$ cat config.mk
export PLATFORM = sky130hd
export DESIGN_NAME = move_applier
export DESIGN_NICKNAME = d
export VERILOG_FILES = /design/src/rtl/move_applier_pkg.sv /design/src/rtl/move_applier_piece_table.sv /design/src/rtl/move_applier.sv
export SDC_FILE = /design/constraint.sdc
export NUM_CORES = 1
export LEC_CHECK = 0
export ABC_CLOCK_PERIOD_IN_PS = 20400
export CAP_MARGIN = 25
export CELL_PAD_IN_SITES_DETAIL_PLACEMENT = 0
export CELL_PAD_IN_SITES_GLOBAL_PLACEMENT = 1
export CORE_MARGIN = 2
export CORE_UTILIZATION = 51
export CTS_CLUSTER_SIZE = 14
export DETAILED_ROUTE_END_ITERATION = 12
export PLACE_DENSITY_LB_ADDON = 0.08
export SLEW_MARGIN = 25
export SYNTH_ARGS = -nofsm -noshare
export SYNTH_HDL_FRONTEND = slang
export SYNTH_SLANG_ARGS = --single-unit
$ cat constraint.sdc
create_clock -name clk -period 20.4 [get_ports clk]
set_input_delay 6.12 -clock clk [delete_from_list [all_inputs] [get_ports clk]]
set_output_delay 6.12 -clock clk [all_outputs]
set_load 0.03 [all_outputs]
$ cat src/rtl/move_applier_pkg.sv
// Shared encodings for the piece table and the 16-bit move word.
// No logic; types, codes and a slot-occupancy helper.
// Optional check feature is controlled by MOVE_APPLIER_CHECK_EN in move_applier.sv.
package move_applier_pkg;

  // Piece type codes (piece bits 9:7)
  typedef enum logic [2:0] {
    P_EMPTY   = 3'd0,
    P_PAWN    = 3'd1,
    P_KNIGHT  = 3'd2,
    P_BISHOP  = 3'd3,
    P_ROOK    = 3'd4,
    P_QUEEN   = 3'd5,
    P_KING    = 3'd6,
    P_INVALID = 3'd7
  } ptype_e;

  localparam logic WHITE = 1'b0;
  localparam logic BLACK = 1'b1;

  // Piece entry: type 9:7, col 6:4, row 3:1, color 0
  typedef struct packed {
    logic [2:0] ptype;
    logic [2:0] col;
    logic [2:0] row;
    logic       color;
  } piece_t;

  // Move word bits 13:0: promo 13, capture 12, src 11:6, dest 5:0
  typedef struct packed {
    logic       promo;
    logic       capture;
    logic [2:0] src_col;
    logic [2:0] src_row;
    logic [2:0] dst_col;
    logic [2:0] dst_row;
  } move_t;

  typedef enum logic [1:0] {
    ST_IDLE   = 2'd0,
    ST_SCAN   = 2'd1,
    ST_COMMIT = 2'd2
  } state_e;

  // A slot takes part in square matching only if it holds a real piece
  function automatic logic occupied(input piece_t p);
    return (p.ptype != P_EMPTY) && (p.ptype != P_INVALID);
  endfunction

endpackage

$ cat src/rtl/move_applier_piece_table.sv
// Piece table: SLOTS x 10-bit register file, async reset to EMPTY.
// One synchronous write port plus a capture-clear port (type field only);
// the full write wins when both hit one slot. Two combinational read ports.
module move_applier_piece_table
  import move_applier_pkg::*;
#(
  parameter int SLOTS = 32
) (
  input  logic                       clk,
  input  logic                       rst,
  input  logic                       wr_en_i,
  input  logic [$clog2(SLOTS)-1:0]   wr_idx_i,
  input  logic [9:0]                 wr_piece_i,
  input  logic                       clr_en_i,
  input  logic [$clog2(SLOTS)-1:0]   clr_idx_i,
  input  logic [$clog2(SLOTS)-1:0]   scan_idx_i,
  output logic [9:0]                 scan_piece_o,
  input  logic [$clog2(SLOTS)-1:0]   rd_idx_i,
  output logic [9:0]                 rd_piece_o
);

  logic [9:0] mem_q [SLOTS];

  // Storage update: clear captured piece's type, then full write (later wins)
  always_ff @(posedge clk or posedge rst) begin
    if (rst) begin
      for (int i = 0; i < SLOTS; i++) mem_q[i] <= '0;
    end else begin
      if (clr_en_i) mem_q[clr_idx_i][9:7] <= P_EMPTY;
      if (wr_en_i)  mem_q[wr_idx_i]       <= wr_piece_i;
    end
  end

  assign scan_piece_o = mem_q[scan_idx_i];
  assign rd_piece_o   = mem_q[rd_idx_i];

endmodule

$ cat src/rtl/move_applier.sv
// Move applier: takes a move, scans all slots one per cycle, then commits or rejects.
// Latency: handshake N, scan N+1..N+SLOTS, done/error in N+SLOTS+1; ready again N+SLOTS+2.
// Optional MOVE_APPLIER_CHECK_EN enables color/capture/dup/promo legality; otherwise only src_hit.
module move_applier
  import move_applier_pkg::*;
#(
  parameter int SLOTS = 32
) (
  input  logic                       clk,
  input  logic                       rst,
  input  logic                       move_valid,
  output logic                       move_ready,
  input  logic [15:0]                move,
  output logic                       done,
  output logic                       error,
  output logic                       turn,
  input  logic                       wr_en,
  input  logic [$clog2(SLOTS)-1:0]   wr_idx,
  input  logic [9:0]                 wr_piece,
  input  logic [$clog2(SLOTS)-1:0]   rd_idx,
  output logic [9:0]                 rd_piece
);

  localparam int IW = $clog2(SLOTS);

`ifdef MOVE_APPLIER_CHECK_EN
  localparam bit CHECK_EN = 1'b1;
`else
  localparam bit CHECK_EN = 1'b0;
`endif

  state_e        state_q;
  move_t         move_q;
  logic [IW-1:0] cnt_q;
  logic          src_hit_q, dst_hit_q, dup_q;
  logic [IW-1:0] src_idx_q, dst_idx_q;
  logic [2:0]    src_type_q;
  logic          src_color_q, dst_color_q;
  logic          ok_q, done_q, error_q, ready_q, turn_q;

  logic          src_hit_d, dst_hit_d, dup_d;
  logic [IW-1:0] src_idx_d, dst_idx_d;
  logic [2:0]    src_type_d;
  logic          src_color_d, dst_color_d;
  logic          legal_d, ok_d;

  piece_t        scan_piece;
  logic [9:0]    scan_raw;
  logic          tbl_wr_en, tbl_clr_en;
  logic [IW-1:0] tbl_wr_idx;
  piece_t        tbl_wr_piece;

  // Upper move bits are reserved and carry no information
  logic unused_move_bits;
  assign unused_move_bits = ^move[15:14];

  assign scan_piece = scan_raw;

  // Fold the slot under the scan counter into the hit/dup bookkeeping and judge the move
  always_comb begin
    src_hit_d   = src_hit_q;
    dst_hit_d   = dst_hit_q;
    dup_d       = dup_q;
    src_idx_d   = src_idx_q;
    dst_idx_d   = dst_idx_q;
    src_type_d  = src_type_q;
    src_color_d = src_color_q;
    dst_color_d = dst_color_q;
    if (occupied(scan_piece)) begin
      if (scan_piece.col == move_q.src_col && scan_piece.row == move_q.src_row) begin
        if (src_hit_q) begin
          dup_d = 1'b1;
        end else begin
          src_hit_d   = 1'b1;
          src_idx_d   = cnt_q;
          src_type_d  = scan_piece.ptype;
          src_color_d = scan_piece.color;
        end
      end
      if (scan_piece.col == move_q.dst_col && scan_piece.row == move_q.dst_row) begin
        if (dst_hit_q) begin
          dup_d = 1'b1;
        end else begin
          dst_hit_d   = 1'b1;
          dst_idx_d   = cnt_q;
          dst_color_d = scan_piece.color;
        end
      end
    end
    legal_d = (src_color_d == turn_q) && !dup_d;
    if (move_q.capture) legal_d = legal_d && dst_hit_d && (dst_color_d != turn_q);
    else                legal_d = legal_d && !dst_hit_d;
    if (move_q.promo)
      legal_d = legal_d && (src_type_d == P_PAWN) &&
                (move_q.dst_row == ((turn_q == WHITE) ? 3'd7 : 3'd0));
    ok_d = src_hit_d && (legal_d || !CHECK_EN);
  end

  // Table write steering: external loads in IDLE, move update in COMMIT
  always_comb begin
    tbl_wr_en    = 1'b0;
    tbl_clr_en   = 1'b0;
    tbl_wr_idx   = wr_idx;
    tbl_wr_piece = wr_piece;
    if (state_q == ST_IDLE) begin
      tbl_wr_en = wr_en;
    end else if (state_q == ST_COMMIT && ok_q) begin
      tbl_wr_en          = 1'b1;
      tbl_wr_idx         = src_idx_q;
      tbl_wr_piece.ptype = move_q.promo ? P_QUEEN : src_type_q;
      tbl_wr_piece.col   = move_q.dst_col;
      tbl_wr_piece.row   = move_q.dst_row;
      tbl_wr_piece.color = src_color_q;
      tbl_clr_en         = move_q.capture && dst_hit_q;
    end
  end

  // Control FSM with registered ready/done/error/turn
  always_ff @(posedge clk or posedge rst) begin
    if (rst) begin
      state_q     <= ST_IDLE;
      move_q      <= '0;
      cnt_q       <= '0;
      src_hit_q   <= 1'b0;
      dst_hit_q   <= 1'b0;
      dup_q       <= 1'b0;
      src_idx_q   <= '0;
      dst_idx_q   <= '0;
      src_type_q  <= '0;
      src_color_q <= 1'b0;
      dst_color_q <= 1'b0;
      ok_q        <= 1'b0;
      done_q      <= 1'b0;
      error_q     <= 1'b0;
      ready_q     <= 1'b1;
      turn_q      <= WHITE;
    end else begin
      done_q  <= 1'b0;
      error_q <= 1'b0;
      case (state_q)
        ST_IDLE: begin
          if (move_valid && ready_q) begin
            move_q    <= move[13:0];
            cnt_q     <= '0;
            src_hit_q <= 1'b0;
            dst_hit_q <= 1'b0;
            dup_q     <= 1'b0;
            src_idx_q <= '0;
            dst_idx_q <= '0;
            ready_q   <= 1'b0;
            state_q   <= ST_SCAN;
          end
        end
        ST_SCAN: begin
          src_hit_q   <= src_hit_d;
          dst_hit_q   <= dst_hit_d;
          dup_q       <= dup_d;
          src_idx_q   <= src_idx_d;
          dst_idx_q   <= dst_idx_d;
          src_type_q  <= src_type_d;
          src_color_q <= src_color_d;
          dst_color_q <= dst_color_d;
          // Last slot: stop on all-ones instead of wrapping, verdict goes out in COMMIT
          if (cnt_q == '1) begin
            ok_q    <= ok_d;
            done_q  <= ok_d;
            error_q <= !ok_d;
            state_q <= ST_COMMIT;
          end else begin
            cnt_q <= cnt_q + 1'b1;
          end
        end
        ST_COMMIT: begin
          if (ok_q) turn_q <= ~turn_q;
          ready_q <= 1'b1;
          state_q <= ST_IDLE;
        end
        default: begin
          ready_q <= 1'b1;
          state_q <= ST_IDLE;
        end
      endcase
    end
  end

  move_applier_piece_table #(.SLOTS(SLOTS)) u_table (
    .clk          (clk),
    .rst          (rst),
    .wr_en_i      (tbl_wr_en),
    .wr_idx_i     (tbl_wr_idx),
    .wr_piece_i   (tbl_wr_piece),
    .clr_en_i     (tbl_clr_en),
    .clr_idx_i    (dst_idx_q),
    .scan_idx_i   (cnt_q),
    .scan_piece_o (scan_raw),
    .rd_idx_i     (rd_idx),
    .rd_piece_o   (rd_piece)
  );

  assign move_ready = ready_q;
  assign done       = done_q;
  assign error      = error_q;
  assign turn       = turn_q;

endmodule

# After elaboration in Yosys (flattened, before gate mapping)
# Cells that the tools add are included.
word_totals:
  mem_bits_rw: 0
  romBits: 0
  mem_count: 0
  ff_bits: 362
  inputBits: 40
  latchBits: 0
  out_inout_bits: 14
classes:
  eq_ne: 16
  n_shift: 0
  add_sub_neg: 1
  mul: 0
  mux: 49
  n_reduce_logical: 23
  n_lt_le_gt_ge: 6
  div_mod_pow: 0
  n_bitwise: 7
op_table:
  columns: ["op", "n"]
  rows:
  - ["bitwise mux 320 bit", 2]
  - ["two-way mux 320 bit", 2]
  - ["binary-select mux 10 bit (select 5 bit)", 2]
  - ["demux 10 bit (select 5 bit)", 2]
  - ["two-way mux 10 bit", 8]
  - ["two-way mux 5 bit", 10]
  - ["case mux 5 bit (2 select lines)", 3]
  - ["greater-or-equal comparator 6 bit, second input constant", 4]
  - ["NOT 5 -> 6 bit", 4]
  - ["!= test 2 bit, second input constant", 7]
  - ["two-way mux 1 bit", 13]
  - ["equality test 3 bit", 4]
  - ["less-than comparator 6 x 1 -> 1 bit, second input constant", 2]
  - ["AND reduction 2 bit", 6]
  - ["AND reduction 5 bit", 2]
  - ["logical AND 1 bit", 8]
  - ["AND reduction 4 bit", 2]
  - ["case mux 1 bit (2 select lines)", 3]
  - ["adder 5 x 1 -> 5 bit, second input constant", 1]
  - ["equality test 5 bit, second input constant", 1]
  - ["two-way mux 2 bit", 2]
  - ["case mux 2 bit (2 select lines)", 1]
  - ["two-way mux 3 bit", 1]
  - ["!= test 3 bit, second input constant", 1]
  - ["other kinds (9)", 11]

# Longest topological paths before layout
# Gate-level depths: netlist of the first run.
logic_depth:
  depth_word: 11
  mapped_depth: 13
  ltp_nobuf: 8

# By module
# Synthesis of the first run repeated with hierarchy kept, for this count alone.
hier_totals:
  hier_cells: 1923
  hier_area_um2: 19925.4
modules_own_cells:
  columns: ["module", "cells_per_inst", "area_per_inst_um2", "n_inst"]
  rows:
  - ["move_applier_piece_table", 1731, 17914.7, 1]
  - ["move_applier", 192, 2010.7, 1]

# Worst setup path before layout of the first run
# Ideal clock, no wire load.
synth_path:
  kind: "input to output"
  startpoint: "in rd_idx[0]"
  endpoint: "out rd_piece[9]"
  setup_slack_ns: 6.044
  n_path_buf: 2
  required_ns: 14.280
  arrival_time_ns: 8.236
  path_stages: 5
  cell_sequence: "clkbuf_1 > buf_1 > mux4_2 > mux4_2 > mux2_2"
synth_via:
  elab_chain_cells: 4
synth_rtl:
  columns: ["item", "line", "text"]
  rows:
  - ["start, declared", "move_applier.sv:20", "input logic [$clog2(SLOTS)-1:0] rd_idx,"]
  - ["NOT 5 -> 6 bit (not written as such)", "move_applier_piece_table.sv:35", "assign rd_piece_o = mem_q[rd_idx_i];"]
  - ["binary-select mux 10 bit (select 5 bit)", "move_applier_piece_table.sv:35", null]
  - ["two-way mux 10 bit (not written as such) (2 in a row)", "move_applier_piece_table.sv:35", null]
  - ["end, declared", "move_applier.sv:21", "output logic [9:0] rd_piece"]
# Every way passes these cells. The select of a mux whose other input is x is not followed.

# Worst setup path after layout of the first run
layout_path:
  startpoint: "in rd_idx[0]"
  endpoint: "out rd_piece[6]"
# The elaborated chain is that of the path after synthesis.

==> results.md, run 1 <==
- Fraction of layout cells with a size suffix above 1: 0.180
- Port bufs: 51
- EDFF count, synth: 0
- Detailed-router iteration count before antenna repair: 5
- Core area: 0.0365 sq mm
- Syn avg cell area: 11.3 sq um
- Leakage: 8.93 nW
- RSZ-0062 raised after global routing: no
- Dpl hpwl: 36,400 um
- Largest vdd supply drop: 98.5 uV
- Data required time of the critical path: 14.28 ns
- First-pass GRT wire length: 88,200 um
- Clock tree buffer depth: 3
- Crit-path slowest cell: buf_4
- Initial antenna violation count: 0
- Final min period: 15.61 ns
- Post_cts resized: 0
- # diodes: 0
- Top cell by count, worst path: mux4_2
- H-tree depth: 2
- Most common cell after layout, fill and taps aside: nand2_1
- DRC: 0
- Grt total ovfl: 0
- Post-Synthesis Cells: 1,668
- Largest net degree at the start of global routing: 153
- Path type of the worst min-delay path: register to register
- Post-CTS Setup Bufs: 0
- Crit Reg-Reg Startpoint: cnt_q[1]$_DFFE_PP0P_
- # hold bufs at CTS: 0
- TritonCTS clock tree: built
- Setup TNS: 0 ns
- Root Driver: clkbuf_16
- Gpl congestion: 0.850
- Worst-Skew Late Latency: 0.56 ns
- Delay of the slowest critical-path stage: approximately 0.83 ns
- CP Depth: 6
- Gr usage total: 0.311
- Synthesized area: 0.0189 sq mm
- Final Skew: 0.0186 ns
- Die width: 196 um
- Post-route clock period utilization: 0.765
- DR iter-0 viols: approximately 1.3k
- Nets: 1,700
- Crit path capture type: output pin
- Synth-to-Final Area Change: 11.8%
- Worst-path fanout max: 45
- Routed wire per std cell: 26.7 um
- Worst slew pin tran: 1.09 ns
- Crit. Startpoint: rd_idx[0]
- Final ANT Viol Nets: 0
- I/O pin total: 54
- Crit path cell chain: buf_6, buf_4, mux4_2, mux4_2, mux2_2, clkdlybuf4s50_1
- Post-DR vias/cell: 6.44
- Fillcell total: 3,079
- R2R Path End: src_color_q$_DFFE_PP0P_
- DRT Wirelength: 57,600 um
- Critical path launch point type: input pin
- Fin. Hold Viols: 0
- Total number of vias: 13.9k
- WP buf/inv: 3
- FF+latch count, synth: 362
- Worst R2R Setup Slack: 15.65 ns
- Footprint of the multi-input gates: 0.00923 sq mm
- Netlist cell types: 60
- Worst-path clk slew: 0.06 ns
- Die height: 196 um
- FFs w/ async S/R, synth: 1.00
- Post-DP Area: 0.0196 sq mm
- Initial Util: 0.516
- Total of warnings raised by yosys: 0
- Cell Pwr Density: between 100 and 150 mW/mm^2
- Worst reg-to-reg path cell count: 9
- FP Rows: 70
- Slew margin rel.: 0.269
- Worst Setup EP: rd_piece[6]
- Crit Path Class: input pin to output pin
- Die footprint: 0.0385 sq mm
- Mapped Nets: 1,710
- Design Area, Final: 0.0211 sq mm
- Fmax: 64.1 MHz
- Most frequent cells in the layout: nand2_1, dfrtp_1, o21ai_0
- Sequential area share after synthesis: 0.480
- Crit path DAT: 9.49 ns
- Seq. cell area: about 0.009 sq mm
- Vias in the first global route: 13.8k
- Tot Pwr: 2.59 mW
- Primary FF master, synth: dfrtp_1
- Status: finished, final reports clean
- Cell family with most CP delay: buffers and inverters
- Final setup viols: 0
- Slew Viols, Final: 0
- Clock Sinks: 362
- # Max-Cap Violations: 0
- TritonCTS Buffers: 42
==> power breakdown <==
part	switching [mW]	internal (mW)
combinational	0.417	0.363
clock	0.302	0.470
sequential	0.168	0.871
total	0.886	1.70
==> per-layer routing <==
metal  wire [um]  track usage
met1       26100        0.475
met2       25800        0.463
met3        4320       0.0533
met4        1260       0.0819
met5           0            0
==> how the worst min path moves through the flow <==
stage / from / to / slack (ns) / depth (start not counted)
after floorplan: move_q[12]$_DFFE_PP0P_ / move_q[12]$_DFFE_PP0P_ / 0.45 / 2
after global placement: turn$_DFFE_PP0N_ / turn$_DFFE_PP0N_ / 0.46 / 1
after detailed placement: turn$_DFFE_PP0N_ / turn$_DFFE_PP0N_ / 0.47 / 1
after CTS: turn$_DFFE_PP0N_ / turn$_DFFE_PP0N_ / 0.48 / 1
after global routing: u_table.mem_q[136]$_DFFE_PP0P_ / u_table.mem_q[136]$_DFFE_PP0P_ / 0.51 / 2
final: turn$_DFFE_PP0N_ / turn$_DFFE_PP0N_ / 0.48 / 1
==> synth_stat cells, drive strengths merged (3+ instances only) <==
| cell | number | share of area |
|---|---|---|
| a21o | 4 | 0.0016 |
| a21oi | 20 | 0.0053 |
| a221o | 4 | 0.0021 |
| a221oi | 12 | 0.0056 |
| a22o | 17 | 0.0079 |
| a22oi | 3 | 0.0012 |
| a31oi | 6 | 0.0020 |
| and2 | 9 | 0.0030 |
| and3 | 4 | 0.0013 |
| buf | 29 | 0.0093 |
| clkbuf | 103 | 0.020 |
| dfrtp | 361 | 0.48 |
| inv | 13 | 0.0026 |
| mux2 | 30 | 0.018 |
| mux2i | 48 | 0.025 |
| mux4 | 161 | 0.19 |
| nand2 | 361 | 0.072 |
| nand2b | 6 | 0.0020 |
| nand3 | 11 | 0.0029 |
| nand3b | 3 | 0.0012 |
| nor2 | 48 | 0.0096 |
| nor2b | 7 | 0.0023 |
| nor3 | 10 | 0.0027 |
| nor3b | 6 | 0.0030 |
| o211ai | 6 | 0.0024 |
| o21a | 31 | 0.012 |
| o21ai | 269 | 0.071 |
| o221ai | 9 | 0.0042 |
| o22ai | 3 | 0.0010 |
| o2bb2ai | 39 | 0.018 |
| xnor2 | 5 | 0.0023 |
==> flip-flops by register name, summed over array words and instances, names as in the netlist, 2 cells and up <==
name,count
cnt_q,5
dst_idx_q,5
move_q,14
src_idx_q,5
src_type_q,3
state_q,2
u_table.mem_q,320
==> cell families after synthesis <==
group / Yosys count / share of synthesized area
AO/OA/AOI/OAI: 437 / 0.142
XOR/XNOR: 7 / 0.00325
adder cells (fa/ha/maj): 2 / 0.00133
buffers and inverters: 146 / 0.0326
flip-flops: 362 / 0.480
multiplexers: 239 / 0.236
AND/OR/NAND/NOR: 475 / 0.105
==> per-stage QoR <==
step | setup slack, ns | hold WS (ns) | util | cells
finish | 4.79 | 0.478 | 0.577 | 2156
global route | 4.58 | 0.507 | 0.577 | 2156
CTS | 4.64 | 0.484 | 0.576 | 2155
detailed placement | 4.65 | 0.471 | 0.538 | 2081
global placement | 4.68 | 0.462 | 0.538 | 2081
floorplan | 4.23 | 0.446 | - | 1668
==> area by class of cell <==
| cell class | count | share of cell area |
|---|---|---|
| flip-flops and latches | 362 | 0.430 |
| clock inverters | 10 | 0.00748 |
| well taps | 468 | 0.0278 |
| repair buffers | 78 | 0.0350 |
| multi-input cells | 1160 | 0.438 |
| clock buffers | 64 | 0.0590 |
| inverters | 14 | 0.00285 |
Power figures use the tool's default switching activity.
==> inputs of run 2 (changes only) <==
--- a/config.mk
+++ b/config.mk
@@ -5,12 +5,12 @@
 export SDC_FILE = /design/constraint.sdc
 export NUM_CORES = 1
 export LEC_CHECK = 0
-export ABC_CLOCK_PERIOD_IN_PS = 20400
+export ABC_CLOCK_PERIOD_IN_PS = 13000
 export CAP_MARGIN = 25
 export CELL_PAD_IN_SITES_DETAIL_PLACEMENT = 0
 export CELL_PAD_IN_SITES_GLOBAL_PLACEMENT = 1
 export CORE_MARGIN = 2
-export CORE_UTILIZATION = 51
+export CORE_UTILIZATION = 46
 export CTS_CLUSTER_SIZE = 14
 export DETAILED_ROUTE_END_ITERATION = 12
 export PLACE_DENSITY_LB_ADDON = 0.08
==> constraint.sdc (replaced) <==
create_clock -name clk -period 13 [get_ports clk]
set_input_delay 3.9 -clock clk [delete_from_list [all_inputs] [get_ports clk]]
set_output_delay 3.9 -clock clk [all_outputs]
set_load 0.03 [all_outputs]
==> run 2 against run 1 <==
  * Flip-flop and latch count unchanged
  * Clock skew fell by 0.0055 ns
  * Register-to-register slack worse by 7.2 ns
  * Setup slack got worse by 2.7 ns
  * Routed wire length grew 3.0%
  * Die area up 11%
  * Critical path depth unchanged
  * Via count shrank 0.47%
  * Critical path type unchanged
  * Critical endpoint is now rd_piece[5]
  * Largest cell class unchanged
  * Largest power group unchanged
==> results.md, run 2 (synthesis gave the netlist of run 1 again) <==
- FP Rows: 74
- Fmax: 91.9 MHz
- Post-DR vias/cell: 6.19
- Die height: 206 um
- Dpl hpwl: 37,200 um
- Design Area, Final: 0.0213 sq mm
- I/O pin total: between 50 and 60
- Initial Util: 0.464
- First-pass GRT wire length: 88,400 um
- # diodes: 0
- Most frequent cells in the layout: nand2_1, dfrtp_1, o21ai_0
- Crit Path Class: input pin to output pin
- Final Skew: roughly 0.013 ns
- Post-route clock period utilization: 0.837
- Post-DP Area: 0.0198 sq mm
- Final min period: about 11 ns
- Final setup viols: 0
- Root Driver: clkbuf_16
- Nets: 1,707
- Final core utilization: 0.523
- Cell Pwr Density: 193 mW/mm^2
- Largest vdd supply drop: about 130 uV
- Worst-Skew Late Latency: ~0.57 ns
- Gr usage total: 0.287
- Largest net degree at the start of global routing: between 100 and 150
- Critical path launch point type: input pin
- Fraction of layout cells with a size suffix above 1: 0.185
- Crit path capture type: output pin
- Core area: 0.0406 sq mm
- Most common cell after layout, fill and taps aside: nand2_1
- Detailed-router iteration count before antenna repair: 6
- Crit path DAT: ~7 ns
- Final ANT Viol Nets: 0
- Grt total ovfl: 0
- Port bufs: 51
- Setup TNS: 0 ns
- Worst slew pin tran: 1.05 ns
- Fin. Hold Viols: 0
- Biggest regs: u_table.mem_q: 320 flops, move_q: 14 flops
- Post_cts resized: 0
- Path type of the worst min-delay path: register to register
- Post-CTS Setup Bufs: 0
- DR iter-0 viols: 1,213
- Total number of vias: 13.8k
- Synth-to-Final Area Change: 12.8%
- Initial antenna violation count: 0
- Clock Sinks: about 360
- RSZ-0062 raised after global routing: no
- Die width: approximately 210 um
- Worst-path fanout max: 57
- # Max-Cap Violations: 0
- Clock tree buffer depth: 3
- Routed wire per std cell: 26.6 um
- TritonCTS Buffers: 44
- Post-route setup slack: 2.12 ns
- Biggest register: u_table.mem_q
- Slew Viols, Final: 0
- Max reg flops: 320
- Data required time of the critical path: around 9.1 ns
- Vias in the first global route: roughly 13k
- Gpl congestion: 0.861
- Leakage: 8.98 nW
- TritonCTS clock tree: built
- H-tree depth: 2
- Slew margin rel.: 0.300
- Pre-CTS setup slack: 2.06 ns
- # hold bufs at CTS: 0
- DRC: 0
- Worst-path clk slew: about 0.06 ns
- Die footprint: 0.0426 sq mm
- DRT Wirelength: 59,300 um
- Worst hold margin: 0.473 ns
- Status: finished, final reports clean
-- run 2: cell types whose count changed in the layout (fill, tap and decap cells not counted), sizes merged --
cell / delta
clkdlybuf4s50: +1
buf: +4
inv: -2
clkbuf: +1
clkinvlp: +2
clkinv: +5
-- run 2: cell type report --
cell class,instances,area (sq um)
fill,3617,19400
multi-input combinational,1160,9240
sequential,362,9070
clock buffer,65,1270
timing repair buffer,83,790
tap,532,666
clock inverter,15,185
inverter,14,56.3
-- run 2: worst max-delay path, cell delays in order --
cell and delay [ns]:
buf_6 0.62, buf_4 0.42, mux4_2 0.56, mux4_2 0.53, mux2_2 0.29, clkdlybuf4s50_1 0.60
-- run 2: stage by stage --
stage	instances	power (mW)
floorplan	1668	2.46
global placement	2150	2.83
detailed placement	2150	2.86
CTS	2230	4.12
global route	2231	4.30
finish	2231	4.10
-- run 2: power breakdown --
group	internal, mW	total [mW]	switching (mW)	leakage, nW
registers	1.37	1.61	0.245	4.89
clock network	0.756	1.25	0.496	0.717
logic	0.570	1.24	0.665	3.38
-- run 2: path summary, 6_finish.rpt --
check	from	slack (ns)	depth (start not counted)	to
setup / recovery	rd_idx[0]	2.12	6	rd_piece[5]
hold / removal	turn$_DFFE_PP0N_	0.47	1	turn$_DFFE_PP0N_
setup reg to reg	cnt_q[1]$_DFFE_PP0P_	8.43	9	src_color_q$_DFFE_PP0P_
min in group asynchronous	rst	3.89	3	u_table.mem_q[95]$_DFFE_PP0P_
max in group asynchronous	rst	7.65	4	cnt_q[1]$_DFFE_PP0P_
hold reg to reg	turn$_DFFE_PP0N_	0.47	1	turn$_DFFE_PP0N_
-- run 2: metal layers --
metal / global-route usage / wire length [um] / vias to the layer above
li1: - / - / 6149
met1: 0.421 / 26600 / 7056
met2: 0.422 / 26100 / 489
met3: 0.0623 / 4380 / 123
met4: 0.104 / 2190 / 0
met5: 0 / 0 / -
==> inputs of run 3 (changes only) <==
--- a/config.mk
+++ b/config.mk
@@ -5,7 +5,7 @@
 export SDC_FILE = /design/constraint.sdc
 export NUM_CORES = 1
 export LEC_CHECK = 0
-export ABC_CLOCK_PERIOD_IN_PS = 13000
+export ABC_CLOCK_PERIOD_IN_PS = 8720
 export CAP_MARGIN = 25
 export CELL_PAD_IN_SITES_DETAIL_PLACEMENT = 0
 export CELL_PAD_IN_SITES_GLOBAL_PLACEMENT = 1
==> constraint.sdc (replaced) <==
create_clock -name clk -period 8.72 [get_ports clk]
set_input_delay 2.616 -clock clk [delete_from_list [all_inputs] [get_ports clk]]
set_output_delay 2.616 -clock clk [all_outputs]
set_load 0.03 [all_outputs]
==> run 3 against run 2 <==
  * Sequential power up 52%
  * Routed wire length up 0.59%
  * Cell count unchanged
  * Critical path type unchanged
  * Largest cell class unchanged
==> results.md, run 3 (synthesis gave the netlist of run 1 again) <==
- Dpl hpwl: 38,300 um
- RSZ-0062 raised after global routing: no
- Synth-to-Final Area Change: 12.9%
- Worst-path fanout max: 28
- Slew margin rel.: 0.283
- Biggest regs: u_table.mem_q: 320 flops, move_q: 14 flops
- Critical path launch point type: input pin
- Non-filler cells, final: around 2.2k
- Initial antenna violation count: 0
- Port bufs: 51
- Fraction of layout cells with a size suffix above 1: 0.188
- Largest net degree at the start of global routing: 118
- Most common cell after layout, fill and taps aside: nand2_1
- # diodes: 0
- # hold bufs at CTS: 0
- DRC: 0
- Delay of the slowest critical-path stage: 0.59 ns
- Post-route clock period utilization: 0.905
- Placed cells: 2,156
- Leakage: 8.99 nW
- Path type of the worst min-delay path: register to register
- Crit path capture type: output pin
- Gr usage total: 0.290
- Routed wire per std cell: 26.7 um
- Biggest register: u_table.mem_q
- Core area: 0.0406 sq mm
- Die width: 206 um
- Final min period: 7.89 ns
- Post-DR vias/cell: 6.17
- Crit path DAT: 5.28 ns
- Die footprint: between 0.04 and 0.05 sq mm
- Detailed-router iteration count before antenna repair: 5
- Clock Sinks: 362
- Crit Path Class: input pin to output pin
- First-pass GRT wire length: 89,400 um
- TritonCTS clock tree: built
- Final Skew: 0.0226 ns
- Post_cts resized: 0
- Final setup viols: 0
- Die height: 206 um
- Largest vdd supply drop: roughly 190 uV
- TritonCTS Buffers: 43
- Status: finished, final reports clean
- Total number of vias: 13.8k
- Fmax: 127 MHz
- Setup TNS: 0 ns
- Clock tree buffer depth: 3
- Top cell by count, worst path: mux4_2
- Crit-path slowest cell: clkdlybuf4s50_1
- Most frequent cells in the layout: nand2_1, dfrtp_1, o21ai_0
- Data required time of the critical path: 6.10 ns
- I/O pin total: 54
- Root Driver: clkbuf_16
- Worst-Skew Late Latency: 0.58 ns
- Vias in the first global route: 13.5k
- H-tree depth: 2
- DRT Wirelength: roughly 60,000 um
- Post-CTS Setup Bufs: 0
- Grt total ovfl: 0
- Gpl congestion: 0.878
- Initial Util: 0.464
- Fin. Hold Viols: 0
- # Max-Cap Violations: 0
- Slew Viols, Final: 0
- Worst slew pin tran: 1.07 ns
- Cell Pwr Density: 287 mW/mm^2
- Final ANT Viol Nets: 0
- Crit path cell chain: buf_6, buf_4, mux4_2, mux4_2, mux2_2, clkdlybuf4s50_1
- DR iter-0 viols: around 1.3k
- FP Rows: 74
- Nets: 1,711
- Worst-path clk slew: roughly 0.060 ns
- Max reg flops: 320
run 3: power breakdown:
group	internal (mW)	leakage [nW]	total, mW	switching, mW
clock network	1.10	0.698	1.84	0.740
logic	0.851	3.41	1.82	0.971
registers	2.04	4.89	2.44	0.407
total	3.99	8.99	6.11	2.12
run 3: worst max-delay path, delay by kind of cell:
family / cells / cell delay (ns)
multiplexers: 3 / 1.40
buffers and inverters: 3 / 1.23
run 3: metrics by stage:
step / hold WS [ns] / utilization / setup WS, ns / area [sq um] / total power [mW]
after floorplan: 0.446 / - / 1.25 / 18900 / 3.67
after global placement: 0.463 / 0.488 / 0.803 / 19800 / 4.24
after detailed placement: 0.468 / 0.489 / 0.792 / 19900 / 4.28
after CTS: 0.478 / 0.523 / 0.790 / 21300 / 6.13
after global routing: 0.505 / 0.524 / 0.727 / 21300 / 6.41
final: 0.473 / 0.524 / 0.828 / 21300 / 6.11
run 3: per-layer routing:
metal  wire length (um)  GRT usage  vias to the layer above
li1                   -          -                     6159
met1              26900      0.425                     7031
met2              26700      0.433                      492
met3               4470     0.0680                       86
met4               1540     0.0857                        0
met5                  0          0                        -
run 3: worst paths after layout:
kind | startpoint | endpoint | slack [ns] | cells past startpoint
max in group asynchronous | rst | cnt_q[1]$_DFFE_PP0P_ | 4.99 | 3
worst max-delay path | rd_idx[0] | rd_piece[1] | 0.83 | 6
min in group asynchronous | rst | u_table.mem_q[142]$_DFFE_PP0P_ | 2.43 | 2
worst min register to register | turn$_DFFE_PP0N_ | turn$_DFFE_PP0N_ | 0.47 | 1
worst min-delay path | turn$_DFFE_PP0N_ | turn$_DFFE_PP0N_ | 0.47 | 1
worst max register to register | cnt_q[0]$_DFFE_PP0P_ | src_type_q[2]$_DFFE_PP0P_ | 3.69 | 10
run 3: cell type report:
type                            instances  area (sq um)
Fill cell                            3597         19400
Multi-Input combinational cell       1160          9240
Sequential cell                       362          9070
Clock buffer                           58          1190
Timing Repair Buffer                   88           848
Tap cell                              532           666
Clock inverter                         17           220
Inverter                               14          56.3
